[src/rtl/pc_pkg.sv]
// pc_pkg: shared types and helpers for the next-PC unit
package pc_pkg;
   localparam int unsigned PC_XLEN = 32;
   typedef enum logic [1:0] {SRC_SEQ, SRC_TGT, SRC_TRAP} pcSrc_t;
   typedef struct packed {
      logic                valid;
      pcSrc_t              kind;
      logic [PC_XLEN-1:0]  addr;
   } pending_t;
   function automatic logic isAligned(input logic [PC_XLEN-1:0] addr, input int unsigned align);
      return (addr & PC_XLEN'(align - 1)) == '0;
   endfunction
endpackage

[src/rtl/pc_prio_enc.sv]
// pc_prio_enc: fixed-priority one-hot grant over redirect requests, index 0 highest
//   valid     in  N  per-source request
//   any_valid out 1  at least one request
//   grant     out N  one-hot grant of the lowest-indexed request
module pc_prio_enc #(
   parameter int unsigned N = 2
) (
   input  logic [N-1:0] valid,
   output logic         any_valid,
   output logic [N-1:0] grant
);
   assign any_valid = |valid;
   assign grant     = valid & (~valid + N'(1));
endmodule

[src/rtl/pc_next_unit.sv]
// pc_next_unit: prioritised next-PC selection, PC register and one-deep stall redirect buffer
//   clk, rst_n            clock, async active-low reset
//   stall                 hold pc this cycle, buffer any redirect
//   tgtValid, tgtAddr     per-source redirect targets, source 0 highest priority
//   trapValid, trapVec    trap redirect, low alignment bits forced to zero
//   pc, pcPlusInc         registered pc and its sequential successor
//   redirectPending       a buffered redirect is waiting
//   misalign, misalignAddr one-cycle pulse and offending target of a misaligned redirect
module pc_next_unit
   import pc_pkg::*;
#(
   parameter int unsigned     XLEN         = 32,
   parameter int unsigned     NUM_TGT      = 2,
   parameter int unsigned     INC          = 4,
   parameter int unsigned     ALIGN        = 4,
   parameter logic [XLEN-1:0] RESET_VEC    = 32'h0000_0000,
   parameter logic [XLEN-1:0] MISALIGN_VEC = 32'h0000_0004
) (
   input  logic                    clk,
   input  logic                    rst_n,
   input  logic                    stall,
   input  logic [NUM_TGT-1:0]      tgtValid,
   input  logic [NUM_TGT*XLEN-1:0] tgtAddr,
   input  logic                    trapValid,
   input  logic [XLEN-1:0]         trapVec,
   output logic [XLEN-1:0]         pc,
   output logic [XLEN-1:0]         pcPlusInc,
   output logic                    redirectPending,
   output logic                    misalign,
   output logic [XLEN-1:0]         misalignAddr
);
   localparam logic [XLEN-1:0] LOW_MASK = XLEN'(ALIGN - 1);
   logic               any_tgt;
   logic [NUM_TGT-1:0] grant;
   logic [XLEN-1:0]    tgt_sel;
   logic [XLEN-1:0]    trap_addr;
   logic [XLEN-1:0]    cand_addr;
   pcSrc_t             cand_src;
   logic               pend_trap;
   logic               mis;
   pending_t           pend;
   pc_prio_enc #(.N(NUM_TGT)) u_enc (
      .valid     (tgtValid),
      .any_valid (any_tgt),
      .grant     (grant)
   );
   always_comb begin
      tgt_sel = '0;
      for (int i = 0; i < NUM_TGT; i++)
         tgt_sel = tgt_sel | (tgtAddr[i*XLEN +: XLEN] & {XLEN{grant[i]}});
   end
   assign pcPlusInc       = pc + XLEN'(INC);
   assign trap_addr       = trapVec & ~LOW_MASK;
   assign pend_trap       = pend.valid && pend.kind == SRC_TRAP;
   assign redirectPending = pend.valid;
   always_comb begin
      cand_src  = (trapValid || pend_trap) ? SRC_TRAP : (any_tgt || pend.valid) ? SRC_TGT : SRC_SEQ;
      cand_addr = trapValid  ? trap_addr :
                  pend_trap  ? pend.addr :
                  any_tgt    ? tgt_sel   :
                  pend.valid ? pend.addr : pcPlusInc;
      mis       = cand_src == SRC_TGT && !isAligned(cand_addr, ALIGN);
   end
   always_ff @(posedge clk or negedge rst_n) begin
      if (!rst_n) begin
         pc           <= RESET_VEC;
         pend         <= '0;
         misalign     <= 1'b0;
         misalignAddr <= '0;
      end else if (!stall) begin
         pc         <= mis ? MISALIGN_VEC : cand_addr;
         pend.valid <= 1'b0;
         misalign   <= mis;
         if (mis) misalignAddr <= cand_addr;
      end else begin
         misalign <= 1'b0;
         if (trapValid) pend <= '{valid: 1'b1, kind: SRC_TRAP, addr: trap_addr};
         else if (any_tgt && !pend_trap) pend <= '{valid: 1'b1, kind: SRC_TGT, addr: tgt_sel};
      end
   end
endmodule
[config.mk]
export PLATFORM = sky130hd
export DESIGN_NAME = pc_next_unit
export DESIGN_NICKNAME = d
export VERILOG_FILES = /design/src/rtl/pc_pkg.sv /design/src/rtl/pc_prio_enc.sv /design/src/rtl/pc_next_unit.sv
export SDC_FILE = /design/constraint.sdc
export NUM_CORES = 1
export LEC_CHECK = 0
export CAP_MARGIN = 30
export CORE_AREA = 2 2 160 162
export CTS_CLUSTER_SIZE = 12
export DETAILED_ROUTE_END_ITERATION = 7
export DIE_AREA = 0 0 162 164
export PLACE_DENSITY = 0.58
export SETUP_SLACK_MARGIN = 0.1
export SYNTH_ARGS = -nofsm -noshare
export SYNTH_HDL_FRONTEND = slang
export SYNTH_HIERARCHICAL = 1
export SYNTH_SLANG_ARGS = --single-unit
[constraint.sdc]
create_clock -name clk -period 3.7 [get_ports clk]
set_clock_uncertainty 0.05 [all_clocks]
set_input_delay 0.555 -clock clk [delete_from_list [all_inputs] [get_ports clk]]
set_output_delay 0.555 -clock clk [all_outputs]
set_load 0.03 [all_outputs]
After elaboration in Yosys (flattened, before gate mapping)
Cells that the tools add are included.
Word-level totals
  output and inout port bits: 98
  bits in registers: 100
  bits of input ports: 102
  logic and storage cells: 40
Cells by class
  equal/unequal tests: 3
  bitwise gates (word level): 6
  $add $sub $neg: 2
  muxes and demuxes: 11
  reduce and logical (&&, ||, !) cells: 12
Operators with widths (number)
  $mux 32: 5
  $mux 35: 2
  $and 32x32->32: 2
  $add 32x3->32 const B: 1
  $logic_not 32->1: 1
  $or 32x32->32: 1
  $reduce_and 2->1: 2
  $logic_and 1x1->1: 3
  $mux 1: 3
  $ne 3x1->1 const B: 1
  $add 2x1->2 const B: 1
  $and 2x2->2: 1
  $eq 2x1->1 const B: 1
  $eq 2x2->1 const B: 1
  $logic_not 1->1: 2
  $logic_or 1x1->1: 2
  $mux 2: 1
  $not 2->2: 1
  $reduce_bool 2->1: 1
  $reduce_or 2->1: 1
  $not 1->1: 1

Longest topological paths before layout
  depth in word-level cells: 12
  gate-level depth with buffers: 9
  gate-level depth less buffers: 7

Cells and area by module
The synthesis kept the hierarchy.
Modules (own cells, without submodules)
  pc_next_unit: times used 1, cells an instance 712, sequential area each 2502.4 µm², area each 6105.9 µm²
  pc_prio_enc: times used 1, cells an instance 3, sequential area each 0.0 µm², area each 20.0 µm²

Worst setup path after synthesis
OpenSTA, ideal clock, no wires.
  path type: reg2out
  start point: register pc[2]
  end point: output port pcPlusInc[24]
  cell stages (with the launch flop): 6
  arrival time: 2.180 ns
  path buffers: 0
  path slack: 0.915 ns
  required time: 3.095 ns
  cells stage by stage: dfrtp_1 ha_1 nand3_1 nor4_4 nand3_1 xnor2_1
Between the ends
  cells in the longest elaborated chain, start to end: 1
RTL lines
  start, declared: RTL line pc_next_unit.sv:26  | output logic [XLEN-1:0] pc,
  start signal, assigned: RTL line pc_next_unit.sv:71  | pc <= mis ? MISALIGN_VEC : cand_addr;
  $add 32x3->32: RTL line pc_next_unit.sv:52  | assign pcPlusInc = pc + XLEN'(INC);
  end, declared: RTL line pc_next_unit.sv:27  | output logic [XLEN-1:0] pcPlusInc,
Every way passes these cells.

Worst setup path in the final report
  start point: register pc[10]
  end point: output port pcPlusInc[23]
The elaborated chain is that of the path after synthesis.

==> reports/metrics.csv <==
metric,value,unit
nets,990,
cp_slowest_cell,clkdlybuf4s50_1,
insertion_delay,0.36,ns
place_congestion,0.865,
dr.pass1.iters,5,
fp.dieW,162,um
syn_avg_cell_area,8.57,um2
crit_start,pc[10],
reg2reg_to,misalignAddr[27],
cellLeakagePower,0.00360,uW
synth-seq-cells,100,
grt.met1_usage,0.248,
synth-edff-count,0,
clockBufferDepth,2,
grt_use_met2,0.243,
grt_max_degree,73,
path_clk_slew,0.07,ns
start_kind,flop,
multi_input_area,3380,um2
root_buffer,clkbuf_16,
timing.hold.ws,0.223,ns
outcome,"complete, no violations",
cpPeakStageDelay,0.72,ns
final_layout_size_suffix_gt1_frac,0.0717,
worstMarginPinSlew,0.858,ns
report.final.slew_viol_count,0,
dieArea,26600,um2
coreArea,24800,um2
crit_end,pcPlusInc[23],
port_buffers,197,
required,3.09,ns
yosysWarnings,6,
ir_drop,0.174,mV
synthCells,715,
ff2ff_setup_slack,0.90,ns
fillers,2652,
drc_errors,0,
postCtsHoldBufs,0,
cts.sinks,100,
viasPerCell,4.94,
antenna_found_initial,1,
grt_overflow,0,
dieHeight,164,um
ioPinCount,200,
tritoncts,built,
use_met3,0.0374,
total_power,4380,uW
slew-limit-headroom,0.424,
core.rowCount,58,
synthToLayoutAreaGrowth,43.6,%
avgRoutedWirePerCell,18.3,um
dp_hpwl,16.9,mm
setup_viol,0,
grt.busiest_layer,met1,
hp-class,primary input to async pin,
synth_seq_area_share,0.408,
grt_pass1_wl,34.1,mm
initial_core_util,0.247,
finalCritPeriodShare,0.921,
cts_buffers,9,
hold_viol,0,
cap_violations,0,
fmax,293,MHz
antenna_cells,0,
ant_nets,0,
syn-cell-area,6130,um2
stdcell_area,8790,um2
routed_wl,22.3,mm
regToRegStartpoint,redirectPending,
regArea,2500,um2
critical_path_arrival,2.80,ns
cp_max_fo,6,
drt_iter0_markers,526,
worstPathCellList,"nand3_2, nor4_4, and4_1, xor2_1, clkdlybuf4s50_1",
reg2reg_depth,8,
fin_setup_tns,0,ns
grt_use_total,0.167,
htree_levels,3,
yosysUniqueCellTypes,60,
powerDensity,498,nW/um2
synth_nets,818,
path_class,flop to output pin,
num_vias,6035,
grt_pass1_vias,5666,
rsz0062_at_grt,no,
postPlaceCellArea,8460,um2
ys.flop_type,dfrtp_1,
synth-async-reset-ratio,1.00,
finalCriticalPeriod,3.41,ns
cp-end-kind,output pin,
worst min path at each step:
stage | start | end | slack (ns) | depth (start not counted)
finish | rst_n | pc[8] | 0.22 | 1
global placement | pend[29] | pend[29] | 0.41 | 2
CTS | rst_n | pend[2] | 0.27 | 1
floorplan | rst_n | misalign | 0.21 | 0
detailed placement | pend[23] | pend[23] | 0.42 | 2
global route | rst_n | pend[5] | 0.30 | 1
state kept, by name, summed over array words and instances (netlist names):
signal	count
misalign	1
misalignAddr	32
pend	34
pc	32
redirectPending	1
layout by cell type, fill, tap and decap left out, types with 19 or more instances in the layout:
master	netlist	layout
clkdlybuf4s50_1	0	188
dfrtp_1	100	100
a21oi_1	76	76
nor2_1	75	74
nand2_1	71	71
nor2b_1	39	38
o31ai_1	32	32
o21ai_0	23	22
a22o_1	21	21
buf_4	6	20
o21ai_1	19	19
worst max-delay path, delay by kind of cell, from the launching register on:
| family | cells | cell delay (ns) |
|---|---|---|
| buf+inv | 1 | 0.72 |
| simple gates | 3 | 1.00 |
| flops | 1 | 0.46 |
| xor+xnor | 1 | 0.27 |
metal layers:
| layer | wire length (um) | vias up |
|---|---|---|
| met4 | 284 | 2 |
| met1 | 10900 | 2882 |
| met5 | 13 | - |
| met3 | 1500 | 17 |
| li1 | - | 2945 |
| met2 | 9620 | 189 |
cell type report:
cell class                 instances  share of cell area
multi-input combinational        550               0.385
sequential                       100               0.285
timing repair buffer             218               0.247
tap                              330              0.0469
clock buffer                      11              0.0265
clock inverter                     5             0.00697
inverter                           8             0.00341
through the flow:
stage / std cells / worst slack (ns) / utilization
final: 1222 / 0.292 / 0.354
after global routing: 1222 / 0.145 / 0.354
after CTS: 1220 / 0.116 / 0.353
after detailed placement: 1204 / 0.401 / 0.341
after global placement: 1204 / 0.449 / 0.341
after floorplan: 715 / 0.915 / -
synth_stat cells (11+ instances only):
cell      count  area (um2)
a21oi_1      76         380
and3_1       11        68.8
xnor2_1      15         131
nor2b_1      39         244
o21ai_0      23         115
nor2_1       75         282
nand3_1      19        95.1
a22oi_1      14         105
a22o_1       21         184
buf_2        12        60.1
clkbuf_1     32         120
a221o_1      12         120
xor2_1       11        96.3
nor3_1       19        95.1
o21ai_1      19        95.1
dfrtp_1     100        2500
o31ai_1      32         240
nand2_1      71         267
logic make-up after synthesis:
family | count (synthesis) | share of synthesized area
AND/OR/NAND/NOR | 269 | 0.220
XOR/XNOR | 28 | 0.0425
adder cells (fa/ha/maj) | 1 | 0.00204
buffers and inverters | 65 | 0.0460
multiplexers | 16 | 0.0278
flip-flops | 100 | 0.408
AO/OA/AOI/OAI | 236 | 0.253
where the power goes:
group | switching [uW] | internal [uW]
Clock | 448 | 530
Sequential | 214 | 1340
Combinational | 1070 | 783
Total | 1730 | 2650
timing repair:
item	4_1_cts	5_1_grt
endpoints found under the setup margin	0	10
buffers inserted	0	2
resized for setup	0	8
Power figures use the tool's default switching activity.
